`src/rtl/config_chain_loader.sv`:
```
// config_chain_loader
// Sole master of the ccff_head -> ccff_tail configuration chain. Accepts
// bitstream words over valid/ready, shifts them LSB-first into the chain and
// advances the chain only on real data bits. A verify pass re-streams the
// bitstream and compares each bit against the one leaving ccff_tail.
module config_chain_loader #(
  parameter int CHAIN_LEN = 64,
  parameter int WORD_W    = 8
) (
  input  logic              prog_clk,
  input  logic              prog_rst_n,
  input  logic              start,
  input  logic              verify,
  input  logic              abort,
  input  logic [WORD_W-1:0] s_data,
  input  logic              s_valid,
  output logic              s_ready,
  output logic              ccff_head,
  output logic              ccff_shift_en,
  input  logic              ccff_tail,
  output logic              busy,
  output logic              done,
  output logic              verify_err,
  output logic [7:0]        err_count
);

  localparam int CNT_W = $clog2(CHAIN_LEN + 1);
  localparam int WB_W  = $clog2(WORD_W + 1);

  localparam logic [CNT_W-1:0] CNT_FULL = CNT_W'(CHAIN_LEN);
  localparam logic [CNT_W-1:0] CNT_ONE  = CNT_W'(1);
  localparam logic [WB_W-1:0]  WB_FULL  = WB_W'(WORD_W);
  localparam logic [WB_W-1:0]  WB_ONE   = WB_W'(1);
  localparam logic [7:0]       ERR_MAX  = 8'd255;

  typedef enum logic [1:0] {
    ST_IDLE,
    ST_RUN,
    ST_FIN
  } state_t;

  state_t             state_q, state_d;
  logic [WORD_W-1:0]  sreg_q, sreg_d;
  logic [WB_W-1:0]    wbits_q, wbits_d;
  logic [CNT_W-1:0]   cnt_q, cnt_d;
  logic               mode_q, mode_d;
  logic               done_q, done_d;
  logic               verify_err_q, verify_err_d;
  logic [7:0]         err_count_q, err_count_d;

  logic in_run;
  logic word_live;
  logic shift_fire;
  logic mismatch;

  // Decode handshake and chain-facing strobes from the registered state and abort
  always_comb begin
    in_run        = (state_q == ST_RUN);
    word_live     = (wbits_q != '0);
    shift_fire    = in_run && word_live && !abort;
    mismatch      = mode_q && shift_fire && (ccff_tail != sreg_q[0]);
    s_ready       = in_run && !word_live && !abort && (cnt_q != '0);
    ccff_head     = (in_run && word_live) ? sreg_q[0] : 1'b0;
    ccff_shift_en = shift_fire;
    busy          = in_run;
    done          = done_q;
    verify_err    = verify_err_q;
    err_count     = err_count_q;
  end

  // Next-state logic: pass sequencing, word intake, shifting and verify compare
  always_comb begin
    state_d      = state_q;
    sreg_d       = sreg_q;
    wbits_d      = wbits_q;
    cnt_d        = cnt_q;
    mode_d       = mode_q;
    done_d       = done_q;
    verify_err_d = verify_err_q;
    err_count_d  = err_count_q;

    case (state_q)
      ST_IDLE: begin
        if (start) begin
          state_d      = ST_RUN;
          cnt_d        = CNT_FULL;
          wbits_d      = '0;
          sreg_d       = '0;
          mode_d       = verify;
          done_d       = 1'b0;
          verify_err_d = 1'b0;
          err_count_d  = '0;
        end
      end

      ST_RUN: begin
        if (abort) begin
          state_d = ST_IDLE;
          wbits_d = '0;
          sreg_d  = '0;
          done_d  = 1'b0;
        end else if (word_live) begin
          sreg_d  = sreg_q >> 1;
          wbits_d = wbits_q - WB_ONE;
          cnt_d   = cnt_q - CNT_ONE;
          if (mismatch) begin
            verify_err_d = 1'b1;
            if (err_count_q != ERR_MAX) begin
              err_count_d = err_count_q + 8'd1;
            end
          end
          if (cnt_q == CNT_ONE) begin
            wbits_d = '0;
            state_d = ST_FIN;
            done_d  = 1'b1;
          end
        end else if (s_valid && (cnt_q != '0)) begin
          sreg_d  = s_data;
          wbits_d = WB_FULL;
        end
      end

      ST_FIN: begin
        state_d = ST_IDLE;
      end

      default: begin
        state_d = ST_IDLE;
      end
    endcase
  end

  // State registers; asynchronous reset returns every output to zero
  always_ff @(posedge prog_clk or negedge prog_rst_n) begin
    if (!prog_rst_n) begin
      state_q      <= ST_IDLE;
      sreg_q       <= '0;
      wbits_q      <= '0;
      cnt_q        <= '0;
      mode_q       <= 1'b0;
      done_q       <= 1'b0;
      verify_err_q <= 1'b0;
      err_count_q  <= '0;
    end else begin
      state_q      <= state_d;
      sreg_q       <= sreg_d;
      wbits_q      <= wbits_d;
      cnt_q        <= cnt_d;
      mode_q       <= mode_d;
      done_q       <= done_d;
      verify_err_q <= verify_err_d;
      err_count_q  <= err_count_d;
    end
  end

endmodule

```
`config.mk`:
```
export PLATFORM = sky130hd
export DESIGN_NAME = config_chain_loader
export DESIGN_NICKNAME = d
export VERILOG_FILES = /design/src/rtl/config_chain_loader.sv
export SDC_FILE = /design/constraint.sdc
export NUM_CORES = 1
export LEC_CHECK = 0
export CAP_MARGIN = 20
export CORE_UTILIZATION = 55
export CTS_BUF_LIST = sky130_fd_sc_hd__clkbuf_4
export CTS_CLUSTER_DIAMETER = 150
export DETAILED_ROUTE_END_ITERATION = 8
export MAX_ROUTING_LAYER = met4
export PLACE_DENSITY = 0.89
export RECOVER_POWER = 100
export SYNTH_ARGS = -nofsm -noshare
export SYNTH_HDL_FRONTEND = slang
export SYNTH_SLANG_ARGS = --single-unit
```
`constraint.sdc`:
```
create_clock -name prog_clk -period 3.7 [get_ports prog_clk]
set_input_delay 0.37 -clock prog_clk [delete_from_list [all_inputs] [get_ports prog_clk]]
set_output_delay 0.37 -clock prog_clk [all_outputs]
set_load 0.005 [all_outputs]
```
After elaboration in Yosys (flattened, before gate mapping)
Cells that the tools add are included.
W data, S select, Z words.
{"block": "totals", "input_bits": 15, "wordCells": 79, "regBits": 32, "out_inout_bits": 14}
{"block": "op_classes", "reduce_logical": 21, "mux": 35, "addsub": 3, "eq_ne": 12}
{"operator": "$mux W8", "n": 8}
{"operator": "$pmux W8 S2", "n": 2}
{"operator": "$mux W7", "n": 3}
{"operator": "$mux W4", "n": 5}
{"operator": "$pmux W7 S2", "n": 1}
{"operator": "$add A8 B1 Y8 const B", "n": 1}
{"operator": "$logic_and A1 B1 Y1", "n": 8}
{"operator": "$mux W1", "n": 8}
{"operator": "$mux W2", "n": 4}
{"operator": "$ne A8 B8 Y1 const B", "n": 1}
{"operator": "$pmux W4 S2", "n": 1}
{"operator": "$reduce_and A4 Y1", "n": 2}
{"operator": "$eq A7 B1 Y1 const B", "n": 1}
{"operator": "$reduce_bool A7 Y1", "n": 1}
{"operator": "$sub A7 B1 Y7 const B", "n": 1}
{"operator": "$ne A2 B1 Y1 const B", "n": 3}
{"operator": "$ne A3 B2 Y1 const B", "n": 2}
{"operator": "$reduce_and A3 Y1", "n": 2}
{"operator": "$reduce_and A6 Y1", "n": 1}
{"operator": "$reduce_and A5 Y1", "n": 1}
{"operator": "$ne A2 B2 Y1 const B", "n": 2}
{"operator": "$ne A4 B2 Y1 const B", "n": 1}
{"operator": "$pmux W1 S2", "n": 2}
{"operator": "$pmux W2 S2", "n": 1}
{"operator": "other kinds (8)", "n": 9}

Depth between registers and ports, before layout
{"block": "logic_depth", "ltp_word": 9, "depth_mapped": 8, "mapped_depth_nobuf": 7}

Worst setup path before layout
OpenSTA, ideal clock, no wires.
{"block": "synth_timing", "path_kind": "reg2reg", "from": "reg wbits_q[0]", "to": "reg err_count_q[1], in the netlist err_count[1]", "t_required_ns": 3.580, "synth_period_minus_slack_ns": 1.855, "path_stages_with_launch": 9, "setup_ns": 0.120, "slack_ns": 1.845, "n_path_buf": 2, "arrival_ns": 1.735, "cell_sequence": "dfrtp_1 -> inv_1 -> ha_1 -> or3b_1 -> buf_2 -> and4_1 -> buf_2 -> and3_1 -> a31o_1"}
{"block": "synth_via", "elab_chain_len": 7, "word_cells_on_any_way": 8, "cone_classes": "eq/ne: 2; reduce/logical: 6"}
{"item": "start: declaration", "line_no": "44", "rtl": "logic [WB_W-1:0] wbits_q, wbits_d;"}
{"item": "start signal: assignment", "line_no": "147", "rtl": "wbits_q <= wbits_d;"}
{"item": "$reduce_bool A4 Y1 *", "line_no": "59", "rtl": "word_live = (wbits_q != '0);"}
{"item": "$logic_and A1 B1 Y1 (2 in series)", "line_no": "60", "rtl": "shift_fire = in_run && word_live && !abort;"}
{"item": "$logic_and A1 B1 Y1 (2 in series)", "line_no": "61", "rtl": "mismatch = mode_q && shift_fire && (ccff_tail != sreg_q[0]);"}
{"item": "$ne A2 B1 Y1 (no source line)"}
{"item": "$reduce_and A6 Y1 (no source line) *"}
{"item": "end signal: assignment", "line_no": "152", "rtl": "err_count_q <= err_count_d;"}
{"item": "end: declaration", "line_no": "49", "rtl": "logic [7:0] err_count_q, err_count_d;"}
Mark *: on every way between the ends. The rest lies on a longest branch, timed or not.
A chain may end at the register's enable or synchronous reset.

Worst setup path in the final report
{"block": "layout_timing", "from": "reg wbits_q[0]", "to": "out ccff_shift_en"}
{"block": "layout_via", "elab_chain_len": 3}
{"item": "$reduce_bool A4 Y1", "line_no": "59"}
{"item": "$logic_and A1 B1 Y1 (2 in series)", "line_no": "60"}
{"item": "end: declaration", "line_no": "19", "rtl": "output logic ccff_shift_en,"}
Every way passes these cells.

==> metrics.md <==
| Metric | Value |
|---|---|
| Outcome | finished, violations left |
| Failing checks | max-capacitance violations, max-slew violations |
| # H-tree levels | 2 |
| Post-DP HPWL | about 3000 um |
| Sinks on Clock Net | 32 |
| Maximum fanout along the worst path | 9 |
| R2R depth | 6 |
| Hold depth | 2 |
| # hold bufs at CTS | 0 |
| Total CTS buffers | 5 |
| Post-CTS sizing | 0 |
| First-pass iteration count of the detailed router | 4 |
| Initial Util | 0.580 |
| Period utilisation layout | 0.799 |
| Worst slew margin | -0.112 |
| Hold Path Origin | verify_err$_DFFE_PN0P_ |
| Clock latency at the later pin of the worst-skew pair | between 0.3 and 0.4 ns |
| Global-route usage over all layers | 0.271 |
| Drt drc | 0 |
| Most Frequent Cell on Critical Path | inv_1 |
| Critical Path Max Stage Delay | between 0.6 and 0.7 ns |
| Setup-failing EPs final | 0 |
| Clock skew | roughly 0.012 ns |
| Share of the synthesized area in the top cell type | 0.456 |
| Clock tree from TritonCTS | built |
| Setup CP Type | flop to output pin |
| Buf/Inv on CP | 3 |
| Startpoint types | flop |
| Post-synth top flop | dfrtp_1 |
| Yosys cell types | between 40 and 50 |
| Mapped Cells | ~170 |
| Largest net degree at the start of global routing | 33 |
| VDD IR-drop max | 0.328 mV |
| Hold EP | verify_err$_DFFE_PN0P_ |
| Crit path max-delay cell type | dlygate4sd3_1 |
| Critical Path Sink Type | output pin |
| Top delay family on crit path | buffers and inverters |
| Minimum hold slack | just over 0.5 ns |
| Avg Inst Size Synth | ~11 um^2 |
| Vias in the first global route | roughly 1,400 |
| Post-synthesis sequential area ratio | 0.456 |
| Lkg Pwr | around 1.0 nW |
| Reg2reg end | sreg_q[4]$_DFFE_PN0P_ |
| Initial antenna violation count | 0 |
| Total die area | 3420 um^2 |
| # Max-Cap Violations | 1 |
| Netlist Area Pre-Place | 1760 um^2 |
| CP Data Required Time | between 3 and 4 ns |
| Pwr Density | about 550 nW/um^2 |
| CTS Buffer Depth | 2 |
| Number of top-level pins | 29 |
| Die width | 58.5 um |
| Root buffer cell | clkbuf_4 |
| Final Hold Viols | 0 |
| Fraction of layout cells with a size suffix above 1 | 0.0905 |
| Drt total wl | roughly 4000 um |
| Die Ht | 58.5 um |
| Crit path cell chain | inv_1 -> ha_1 -> or3b_1 -> nand2_1 -> inv_1 -> dlygate4sd3_1 |
| Gr ovfl total | 0 |
| Total of warnings raised by yosys | 0 |
| Critical path arrival | between 2 and 3 ns |
| Reg-to-Reg Start | wbits_q[0]$_DFFE_PN0P_ |
| Levels on crit path | 6 |
| Setup bufs post-CTS | 0 |
| Area growth syn-to-layout | 19.7% |
| First-pass GRT wire length | 6470 um |
| Flop-to-flop setup slack | 1.27 ns |
| Worst Tran Pin Value | ~1.7 ns |
| Fin. max-slew vios | 33 |
| Fmax | around 340 MHz |
| IO Port Bufs | 28 |
| Vias | roughly 1,400 |
| Rows | 20 |
| Ant diodes | 0 |
| Initial detailed-routing violation count | between 70 and 80 |
| Power after layout | ~1.2 mW |
| Setup_tns | 0 ns |
| Routability cong. | roughly 0.8 |
| CP Launch Point | wbits_q[0]$_DFFE_PN0P_ |
| Core area | approximately 3000 um^2 |
| Hold Crit Class | flop to flop |
| Clock transition at the registers of the reported paths | 0.10 ns |
| Nets | 219 |
| Antenna Violating Nets Remaining | 0 |
| Ys async rst share | 1.00 |
| FF+latch count, synth | 32 |
| WL/cell | 16.4 um |
| Area leader, netlist | dfrtp_1 |
| Final Critical Period | about 3.0 ns |
| Post-synth net total | roughly 190 |
| Largest cells by area after synthesis | dfrtp_1 46%, ha_1 4.3%, mux2_4 4.3% |
| Post-synth EDFFs | 0 |
| Vias per inst | approximately 5.9 |
| RSZ-0062 raised after global routing | false |
-- report_power, final --
part	total (mW)	internal (mW)	leakage, nW	switching (mW)
Sequential	0.488	0.421	0.431	0.0669
Combinational	0.468	0.198	0.583	0.269
Clock	0.203	0.0876	0.0338	0.115
-- cells in the mapped netlist (2+ instances only) --
cell type / instances
dfrtp_1: 32
nand2_1: 16
nor2_1: 13
mux2i_1: 7
nand4_1: 7
ha_1: 6
nand3_1: 6
xor2_1: 6
a22o_1: 5
inv_1: 5
mux2_4: 5
and3_1: 4
buf_2: 4
and2_1: 3
and4_1: 3
nand2b_1: 3
nor3_1: 3
nor3b_1: 3
nor4b_1: 3
or2_2: 3
a21o_1: 2
a221o_1: 2
clkbuf_1: 2
nor2b_1: 2
o21ai_0: 2
-- state kept, by name, indices dropped and copies added, names as in the netlist --
signal      flops
cnt_q           7
done            1
err_count       8
mode_q          1
sreg_q          8
state_q         2
verify_err      1
wbits_q         4
-- kinds of logic after synthesis --
group           count (synthesis)  share of synthesized area
fa+ha+maj                       6                     0.0428
flops                          32                      0.456
mux                            12                     0.0827
buf+inv                        12                     0.0285
xor+xnor                        6                     0.0299
compound gates                 26                      0.133
simple gates                   73                      0.227
-- placed cells by master, fill, tap and decap left out, types with 2 or more instances in the layout --
cell type,Yosys,layout
clkdlybuf4s50_1,0,13
or2_2,3,3
nand3_1,6,6
ha_1,6,6
o21ai_0,2,2
nor3b_1,3,3
inv_1,5,6
dlygate4sd3_1,0,15
nand2_1,16,17
nor2b_1,2,2
and2_1,3,2
a221o_1,2,2
a22o_1,5,5
clkbuf_4,0,7
nor2_1,13,13
nor4b_1,3,3
nor3_1,3,3
a21oi_1,1,2
mux2i_1,7,7
nand4_1,7,7
and3_1,4,4
mux2_4,5,3
nand2b_1,3,3
and4_1,3,3
xor2_1,6,6
a21o_1,2,2
dfrtp_1,32,32
-- worst max-delay path by stage --
| stage | to | slack, ns |
|---|---|---|
| after floorplan | err_count[1]$_DFFE_PN0P_ | 1.85 |
| after global placement | ccff_shift_en | 1.36 |
| after detailed placement | ccff_shift_en | 1.32 |
| after CTS | ccff_shift_en | 1.03 |
| after global routing | ccff_shift_en | 0.57 |
| final | ccff_shift_en | 0.74 |
-- metrics by stage --
stage | utilization | cell area [um^2] | worst slack [ns] | std cells
2_1_floorplan | - | 1760 | 1.85 | 167
3_3_place_gp | 0.686 | 2080 | 1.36 | 235
3_5_place_dp | 0.686 | 2080 | 1.32 | 235
4_1_cts | 0.705 | 2130 | 1.03 | 243
5_1_grt | 0.694 | 2100 | 0.570 | 243
6_report | 0.694 | 2100 | 0.744 | 243
-- worst min-delay path, stage by stage (launching register included) --
cell	delay, ns
dfrtp_1	0.35
nor2_1	0.05
nor2_1	0.07
-- layout make-up --
class	count	area, um^2
clock buffer	7	52.6
clock inverter	1	3.75
fill	236	927
inverter	6	22.5
multi-input combinational	123	875
sequential	32	801
tap	44	55.1
timing repair buffer	30	292
-- routing by layer --
metal	share of wire	wire length, um	vias up	global-route usage
li1	-	-	670	-
met1	0.41	1630	714	0.310
met2	0.53	2100	43	0.447
met3	0.046	184	10	0.0835
met4	0.018	70	0	0.105
met5	0	0	-	-
Power figures use the tool's default switching activity.
